$ cat config.mk
export PLATFORM = sky130hd
export DESIGN_NAME = seq_alu_muldiv_flat
export DESIGN_NICKNAME = d
export VERILOG_FILES = /design/src/rtl/seq_alu_muldiv_if.sv /design/src/rtl/seq_alu_muldiv.sv /design/src/flat_wrapper.sv
export SDC_FILE = /design/constraint.sdc
export NUM_CORES = 1
export LEC_CHECK = 0
export ABC_AREA = 0
export CAP_MARGIN = 5
export CORE_AREA = 2 2 92 94
export DETAILED_ROUTE_END_ITERATION = 6
export DIE_AREA = 0 0 94 96
export PLACE_DENSITY = 0.84
export SYNTH_ARGS = -nofsm -noshare
export SYNTH_HDL_FRONTEND = slang
export SYNTH_SLANG_ARGS = --single-unit
$ cat constraint.sdc
create_clock -name clk -period 5.3 [get_ports clk]
set_input_delay 0.795 -clock clk [delete_from_list [all_inputs] [get_ports clk]]
set_output_delay 0.795 -clock clk [all_outputs]
set_load 0.005 [all_outputs]
$ cat src/rtl/seq_alu_muldiv_if.sv
// Handshake and operand/result bundle for the sequential ALU.
interface seq_alu_muldiv_if #(
  parameter int size = 8
);
  logic            start;
  logic [size-1:0] a;
  logic [size-1:0] b;
  logic [3:0]      op;
  logic [size-1:0] out;
  logic [size-1:0] out_hi;
  logic            of;
  logic            un;
  logic            err;
  logic            zero;
  logic            busy;
  logic            done;

  modport master (
    output start, a, b, op,
    input  out, out_hi, of, un, err, zero, busy, done
  );

  modport slave (
    input  start, a, b, op,
    output out, out_hi, of, un, err, zero, busy, done
  );
endinterface

$ cat src/rtl/seq_alu_muldiv.sv
// Sequential ALU: single-cycle add/sub/shift/compare plus multi-cycle
// shift-add multiply and restoring divide behind a start/busy/done handshake.
module seq_alu_muldiv #(
  parameter int size = 8
) (
  input  logic            clk,
  input  logic            rst_n,
  seq_alu_muldiv_if.slave bus
);

  typedef enum logic [1:0] {IDLE, MUL, DIV} state_t;

  localparam int              CW   = $clog2(size);
  localparam logic [CW-1:0]   LAST = CW'(size - 1);
  localparam logic [size:0]   SZ   = (size + 1)'(size);

  state_t            state, state_nxt;
  logic [2*size-1:0] acc;
  logic [size-1:0]   opnd;
  logic [CW-1:0]     cnt;
  logic [2*size-1:0] mul_nxt, div_nxt;
  logic [size:0]     add_sum;

  logic [size-1:0]   imm_lo, imm_hi;
  logic              imm_of, imm_un, imm_err, imm_zero, launch;

  // One multiply step: conditionally add multiplicand to upper half, shift right.
  function automatic logic [2*size-1:0] mul_step(input logic [2*size-1:0] p,
                                                 input logic [size-1:0]   m);
    logic [size:0] sum;
    sum = {1'b0, p[2*size-1:size]} + (p[0] ? {1'b0, m} : '0);
    return {sum, p[size-1:1]};
  endfunction

  // One restoring divide step: upper half is the partial remainder, lower
  // half shifts dividend bits out and quotient bits in.
  function automatic logic [2*size-1:0] div_step(input logic [2*size-1:0] rq,
                                                 input logic [size-1:0]   d);
    logic [size:0]   sh;
    logic [size-1:0] diff;
    sh   = {rq[2*size-1:size], rq[size-1]};
    diff = sh[size-1:0] - d;
    if (sh >= {1'b0, d}) return {diff, rq[size-2:0], 1'b1};
    else                 return {sh[size-1:0], rq[size-2:0], 1'b0};
  endfunction

  assign mul_nxt = mul_step(acc, opnd);
  assign div_nxt = div_step(acc, opnd);
  assign add_sum = {1'b0, bus.a} + {1'b0, bus.b};

  // State register.
  always_ff @(posedge clk or negedge rst_n) begin
    if (!rst_n) state <= IDLE;
    else        state <= state_nxt;
  end

  // Next-state: launch into MUL/DIV from IDLE, return after the last step.
  always_comb begin
    state_nxt = state;
    case (state)
      IDLE:    if (bus.start && launch) state_nxt = (bus.op == 4'd7) ? MUL : DIV;
      MUL,
      DIV:     if (cnt == LAST) state_nxt = IDLE;
      default: state_nxt = IDLE;
    endcase
  end

  // Single-cycle results and flags; launch marks ops that need iterations.
  always_comb begin
    imm_lo  = '0;
    imm_hi  = '0;
    imm_of  = 1'b0;
    imm_un  = 1'b0;
    imm_err = 1'b0;
    launch  = 1'b0;
    case (bus.op)
      4'd0: begin imm_lo = add_sum[size-1:0]; imm_of = add_sum[size]; end
      4'd1: begin imm_lo = bus.a - bus.b; imm_un = (bus.a < bus.b); end
      4'd2: imm_lo = ({1'b0, bus.b} >= SZ) ? '0 : (bus.a << bus.b);
      4'd3: imm_lo = ({1'b0, bus.b} >= SZ) ? '0 : (bus.a >> bus.b);
      4'd4: imm_lo = {{(size-1){1'b0}}, bus.a == bus.b};
      4'd5: imm_lo = {{(size-1){1'b0}}, bus.a >  bus.b};
      4'd6: imm_lo = {{(size-1){1'b0}}, bus.a <  bus.b};
      4'd7: launch = 1'b1;
      4'd8: begin
        if (bus.b == '0) begin
          imm_err = 1'b1;
          imm_lo  = '1;
          imm_hi  = bus.a;
        end else begin
          launch = 1'b1;
        end
      end
      default: imm_err = 1'b1;
    endcase
    imm_zero = ~imm_err & ~|{imm_hi, imm_lo};
  end

  // Datapath: operand latch, iteration accumulator and registered outputs.
  always_ff @(posedge clk or negedge rst_n) begin
    if (!rst_n) begin
      acc        <= '0;
      opnd       <= '0;
      cnt        <= '0;
      bus.out    <= '0;
      bus.out_hi <= '0;
      bus.of     <= 1'b0;
      bus.un     <= 1'b0;
      bus.err    <= 1'b0;
      bus.zero   <= 1'b0;
      bus.busy   <= 1'b0;
      bus.done   <= 1'b0;
    end else begin
      bus.done <= 1'b0;
      case (state)
        IDLE: begin
          if (bus.start) begin
            if (launch) begin
              bus.busy <= 1'b1;
              cnt      <= '0;
              if (bus.op == 4'd7) begin
                acc  <= {{size{1'b0}}, bus.b};
                opnd <= bus.a;
              end else begin
                acc  <= {{size{1'b0}}, bus.a};
                opnd <= bus.b;
              end
            end else begin
              bus.out    <= imm_lo;
              bus.out_hi <= imm_hi;
              bus.of     <= imm_of;
              bus.un     <= imm_un;
              bus.err    <= imm_err;
              bus.zero   <= imm_zero;
              bus.done   <= 1'b1;
            end
          end
        end
        MUL: begin
          acc <= mul_nxt;
          cnt <= cnt + 1'b1;
          if (cnt == LAST) begin
            bus.out    <= mul_nxt[size-1:0];
            bus.out_hi <= mul_nxt[2*size-1:size];
            bus.of     <= |mul_nxt[2*size-1:size];
            bus.un     <= 1'b0;
            bus.err    <= 1'b0;
            bus.zero   <= ~|mul_nxt;
            bus.busy   <= 1'b0;
            bus.done   <= 1'b1;
          end
        end
        DIV: begin
          acc <= div_nxt;
          cnt <= cnt + 1'b1;
          if (cnt == LAST) begin
            bus.out    <= div_nxt[size-1:0];
            bus.out_hi <= div_nxt[2*size-1:size];
            bus.of     <= 1'b0;
            bus.un     <= 1'b0;
            bus.err    <= 1'b0;
            bus.zero   <= ~|div_nxt;
            bus.busy   <= 1'b0;
            bus.done   <= 1'b1;
          end
        end
        default: ;
      endcase
    end
  end

endmodule

$ cat src/flat_wrapper.sv
// flat-port wrapper written by rule: the top's interface ports become plain ports
module seq_alu_muldiv_flat 
#(
  parameter int size = 8
)
  (clk, rst_n, bus_start, bus_a, bus_b, bus_op, bus_out, bus_out_hi, bus_of, bus_un, bus_err, bus_zero, bus_busy, bus_done);
  seq_alu_muldiv_if #(.size(size)) bus_i ();
  input  logic clk;
  input  logic rst_n;
  input wire logic [$bits(bus_i.start)-1:0] bus_start;
  input wire logic [$bits(bus_i.a)-1:0] bus_a;
  input wire logic [$bits(bus_i.b)-1:0] bus_b;
  input wire logic [$bits(bus_i.op)-1:0] bus_op;
  output wire logic [$bits(bus_i.out)-1:0] bus_out;
  output wire logic [$bits(bus_i.out_hi)-1:0] bus_out_hi;
  output wire logic [$bits(bus_i.of)-1:0] bus_of;
  output wire logic [$bits(bus_i.un)-1:0] bus_un;
  output wire logic [$bits(bus_i.err)-1:0] bus_err;
  output wire logic [$bits(bus_i.zero)-1:0] bus_zero;
  output wire logic [$bits(bus_i.busy)-1:0] bus_busy;
  output wire logic [$bits(bus_i.done)-1:0] bus_done;
  assign bus_i.start = bus_start;
  assign bus_i.a = bus_a;
  assign bus_i.b = bus_b;
  assign bus_i.op = bus_op;
  assign bus_out = bus_i.out;
  assign bus_out_hi = bus_i.out_hi;
  assign bus_of = bus_i.of;
  assign bus_un = bus_i.un;
  assign bus_err = bus_i.err;
  assign bus_zero = bus_i.zero;
  assign bus_busy = bus_i.busy;
  assign bus_done = bus_i.done;
  seq_alu_muldiv #(.size(size)) u_core (.clk(clk), .rst_n(rst_n), .bus(bus_i));
endmodule
; ---- Word level (Yosys, flattened, before mapping)
; Index checks and enable logic that the tools add are counted.
[word_totals]
regBits = 51
elab_cells = 125
[op_classes]
mux = 59
n_reduce_logical = 22
n_lt_le_gt_ge = 4
n_eq_ne = 19
n_bitwise = 2
n_shift = 2
add_sub_neg = 5
[ops]
columns = cell, n
row1 = 2-to-1 mux 8 bit, 16
row2 = one-hot mux 8 bit (8 select lines), 1
row3 = 2-to-1 mux 16 bit, 3
row4 = one-hot mux 16 bit (3 select lines), 1
row5 = one-hot mux 8 bit (3 select lines), 2
row6 = OR reduction 16 bit, 3
row7 = 2-to-1 mux 1 bit, 21
row8 = equality test 4 x 3 -> 1 bit (second input constant), 4
row9 = OR reduction 8 bit, 2
row10 = subtractor 8 bit, 2
row11 = one-hot mux 1 bit (2 select lines), 6
row12 = inequality test 2 x 1 -> 1 bit (second input constant), 5
row13 = adder 8 x 8 -> 9 bit, 1
row14 = adder 8 x 9 -> 9 bit, 1
row15 = >= comparator 9 x 8 -> 1 bit, 1
row16 = AND reduction 3 bit, 3
row17 = equality test 4 x 2 -> 1 bit (second input constant), 2
row18 = equality test 8 bit, 1
row19 = >= comparator 8 x 4 -> 1 bit (second input constant), 1
row20 = greater-than comparator 8 bit, 1
row21 = logical NOT 8 bit, 1
row22 = < comparator 8 bit, 1
row23 = AND reduction 4 bit, 2
row24 = << shifter 8 x 8 -> 8 bit, 1
row25 = 24 further kinds, 31

; ---- Logic depth before layout (Yosys ltp)
[depth]
ltp_word = 9
ltp_mapped = 12
depth_no_buf = 11

; ---- Least setup slack after synthesis
; Ideal clock, no wire load.
[synth_timing]
kind = in2reg
from = input port bus_b[1]
to = register u_core.bus.zero
path_stages = 10
arrival_ns = 2.791
path_buffers = 1
t_required_ns = 5.205
setup_ns = 0.095
setup_slack_ns = 2.413
path_cell_list = buf_4 > inv_1 > fa_1 > a21o_1 > a22oi_1 > a21oi_1 > mux2i_1 > a2111oi_0 > nand3_1 > o31ai_1
[synth_via]
elab_chain_len = 9
[synth_lines]
columns = item, line_no
row1 = from (decl), flat_wrapper.sv:12  ; input wire logic [$bits(bus_i.b)-1:0] bus_b;
row2 = ">= comparator 8 x 4 -> 1 bit, or another cell as far along", "seq_alu_muldiv.sv:79, seq_alu_muldiv.sv:80"
row3 = "2-to-1 mux 8 bit, on equally long branches", "seq_alu_muldiv.sv:80, seq_alu_muldiv.sv:79, seq_alu_muldiv.sv:86"
row4 = one-hot mux 8 bit (8 select lines) or 2-to-1 mux 8 bit (tied branches), seq_alu_muldiv.sv:76  ; case (bus.op)
row5 = OR reduction 16 bit, seq_alu_muldiv.sv:96  ; imm_zero = ~imm_err & ~|{imm_hi, imm_lo};
row6 = logical NOT 1 bit, seq_alu_muldiv.sv:96
row7 = AND 1 bit, seq_alu_muldiv.sv:96
row8 = 2-to-1 mux 1 bit, seq_alu_muldiv.sv:118  ; if (launch) begin
row9 = 2-to-1 mux 1 bit, seq_alu_muldiv.sv:117  ; if (bus.start) begin
row10 = one-hot mux 1 bit (3 select lines), seq_alu_muldiv.sv:115  ; case (state)
row11 = to (signal assigned), seq_alu_muldiv.sv:134  ; bus.zero <= imm_zero;
row12 = to (signal assigned), seq_alu_muldiv.sv:148  ; bus.zero <= ~|mul_nxt;
row13 = to (signal assigned), seq_alu_muldiv.sv:162  ; bus.zero <= ~|div_nxt;
row14 = to (decl), seq_alu_muldiv_if.sv:25  ; output out, out_hi, of, un, err, zero, busy, done
; Several ways; a longest one is shown, not always the timed one. The select of a mux whose other input is x is not followed.
; A chain may end at the register's enable or synchronous reset.

; ---- Final worst setup path
[layout_timing]
from = input port bus_b[2]
to = register u_core.bus.zero
; The elaborated chain is that of the path after synthesis.

==> impl_metrics.tcl <==
set metrics [dict create \
    num_antenna_cells 0 \
    clock_sinks 51 \
    p_switching_mw 1.40 \
    worst_slew_pin_slew_ns 0.909 \
    setup_viol_count_final 0 \
    ys_seq_area_frac 0.255 \
    cts-resized-gates 0 \
    crit_cells 10 \
    finish.net_count 714 \
    drive_above_1_share 0.0600 \
    antenna_found_initial 0 \
    synth_enable_flop_cells 0 \
    synth_flop_cell "dfrtp_1" \
    critPathMaxFanout 15 \
    synth-seq-cells 51 \
    cts_tree "done" \
    path_class "primary input to register" \
    synthesis.nets 690 \
    hold_violations 0 \
    clkLatencyLatePin_ns 0.32 \
    rsz0062_at_grt "no" \
    ys_async_sr_fraction 1.00 \
    dr.pass1.iters 6 \
    synth_cell_types 72 \
    fp.dieW_um 94 \
    start_util 0.623 \
    power_density_nw_per_um2 522 \
    comb_power_share 0.643 \
    post-route-period-util 0.722 \
    maxCapViolations 0 \
    overflow 0 \
    period_needed_ns 3.83 \
    seq_power_share 0.259 \
    p_int_mw 1.52 \
    hpwl_um 12200 \
    vdd_ir_drop_max_uv 220 \
    cts-hold-fix-buffers 0 \
    fin_skew_ns 0.0144 \
    dieArea_um2 9020 \
    max-slew-margin-rel 0.393 \
    worstPathRequired_ns 5.52 \
    clk_pin_slew_ns 0.10 \
    max_clock_freq_ghz 0.261 \
    routabilityCongestion 1.03 \
    reg2reg_depth 11 \
    ant_nets 0 \
    io_pins 45 \
    timing.critical_path.buf_inv 2 \
    drt_iter0_markers 459 \
    routedWlPerCell_um 20.9 \
    fin_tns_setup_ns 0 \
    num_rows 33 \
    port_buffers 44 \
    cts_buffer_depth 2 \
    endpoint_kind "register" \
    start_kind "primary input" \
    p_leak_nw 2.37 \
    first_global_vias 4806 \
    postCtsSetupBuffers 0 \
    clock_power_share 0.097 \
    numCtsBuffers 5 \
    coreArea_um2 8050 \
    grt_usage 0.362 \
    synth_cells 625 \
    grt_pass1_wl_um 25100 \
    cts-root-buf "clkbuf_8" \
    status "finished clean" \
    final-max-slew-violation-count 0 \
    cp_slowest_cell "clkdlybuf4s50_1" \
    synth_area_um2 5010 \
    p_sw_frac 0.480 \
    drt_wl_total_um 15800 \
    min_path_cells 2 \
    nFillCells 675 \
    cp_cell_sequence "clkdlybuf4s50_1 > inv_1 > ha_1 > nand2_1 > nor4_1 > or3_1 > mux2i_1 > a2111oi_0 > nand3_1 > o31ai_1" \
    worst_path_largest_cell_delay_ns 0.80 \
    cp.arrival_ns 4.05 \
    via_count 5124 \
    crit_family "buffers and inverters" \
    avgSynthCellArea_um2 8.02 \
    grt_max_degree 52 \
    vias_per_cell 6.79 \
    final_common_cell "nand2_1" \
    die_height_um 96 \
    syn_to_final_growth_pct 11.5 \
    yosysWarnings 0 \
    final_cell_mix "nand2_1 (60), nor2_1 (58), dfrtp_1 (51)" \
    whs_ns 0.507 \
    cts.htree.levels 2 \
    post-route-drc-count 0 \
    hold_class "register to register" \
]
worst paths after layout:
path / start / to / slack (ns)
setup reg to reg: u_core.acc[0] / u_core.bus.zero / 2.30
hold / removal: u_core.bus.err / u_core.bus.err / 0.51
setup / recovery: bus_b[2] / u_core.bus.zero / 1.47
min in group asynchronous: rst_n / u_core.acc[12] / 0.58
hold reg to reg: u_core.bus.err / u_core.bus.err / 0.51
max in group asynchronous: rst_n / u_core.cnt[0] / 4.26
power by group through the flow:
stage / Combinational [mW] / Sequential [mW] / Clock (mW)
2_1_floorplan: 1.34 / 0.688 / 0
3_5_place_dp: 1.84 / 0.756 / 0
3_3_place_gp: 1.77 / 0.747 / 0
4_1_cts: 1.85 / 0.748 / 0.287
5_1_grt: 2.08 / 0.773 / 0.300
6_report: 1.88 / 0.756 / 0.284
state kept, by name, indices dropped and copies added, names as in the netlist:
| name | count |
|---|---|
| u_core.opnd | 8 |
| u_core.bus.out_hi | 8 |
| u_core.bus.done | 1 |
| u_core.cnt | 3 |
| u_core.bus.un | 1 |
| u_core.bus.err | 1 |
| u_core.state | 2 |
| u_core.bus.out | 8 |
| u_core.bus.busy | 1 |
| u_core.acc | 16 |
| u_core.bus.of | 1 |
| u_core.bus.zero | 1 |
Yosys cell counts (all sizes together), types with 5 or more instances:
cell type,number,area share
nand4,5,0.0062
o31ai,7,0.010
o21a,18,0.027
and3,6,0.0075
dfrtp,51,0.25
inv,44,0.033
nand2,60,0.045
and2,9,0.011
ha,38,0.095
nor2b,8,0.010
a22oi,8,0.012
clkbuf,19,0.014
nor4,9,0.014
buf,18,0.022
nor3,17,0.017
nor2,60,0.046
a21o,5,0.0075
xor2,7,0.012
a221oi,6,0.010
a21oi,48,0.050
nand3,12,0.012
a31oi,23,0.032
nand2b,7,0.0087
mux2i,15,0.030
a211oi,8,0.012
o211ai,17,0.025
o21ai,25,0.026
worst reg2reg max path, cell delays in order, from the launching register on:
cell,delay (ns)
dfrtp_1,0.58
and2_1,0.20
ha_1,0.18
inv_1,0.06
fa_1,0.41
nor2b_1,0.17
o31a_1,0.15
xor2_1,0.09
or4_1,0.57
nor4_1,0.34
a211oi_1,0.09
o31ai_1,0.08
through the flow:
stage                      util  power, mW  setup slack, ns  cell area (um2)  std cells
after global placement    0.680       2.52             1.30             5470        747
after floorplan               -       2.03             2.41             5010        625
after detailed placement  0.680       2.59             1.25             5470        747
final                     0.694       2.92             1.47             5590        755
after global routing      0.694       3.15             1.23             5590        755
after CTS                 0.694       2.88             1.55             5590        755
layout make-up:
cell class | count | area [um2] | share of cell area
clock inverters | 3 | 46.3 | 0.00829
flip-flops and latches | 51 | 1280 | 0.228
repair buffers | 54 | 510 | 0.0914
clock buffers | 5 | 68.8 | 0.0123
well taps | 105 | 131 | 0.0235
multi-input cells | 493 | 3390 | 0.606
inverters | 44 | 165 | 0.0296
cell families (layout without fill, tap and decap cells):
| kind of cell | after synthesis | in the layout | share of synthesized area |
|---|---|---|---|
| adders and majority gates | 42 | 42 | 0.111 |
| and+or+nand+nor | 219 | 219 | 0.221 |
| muxes | 22 | 22 | 0.0547 |
| xor gates and xnor gates | 11 | 11 | 0.0192 |
| AOI/OAI and AO/OA | 199 | 199 | 0.270 |
| DFF | 51 | 51 | 0.255 |
| buffers and inverters | 81 | 106 | 0.0694 |
per-layer routing:
layer / part of all wire / track usage / vias to the layer above / routed length (um)
li1: - / - / 2353 / -
met3: 0.094 / 0.0423 / 52 / 1480
met2: 0.46 / 0.588 / 328 / 7290
met5: 0 / 0 / - / 0
met1: 0.40 / 0.483 / 2391 / 6280
met4: 0.044 / 0.173 / 0 / 697
No activity file was read; power rests on OpenSTA's default activity.
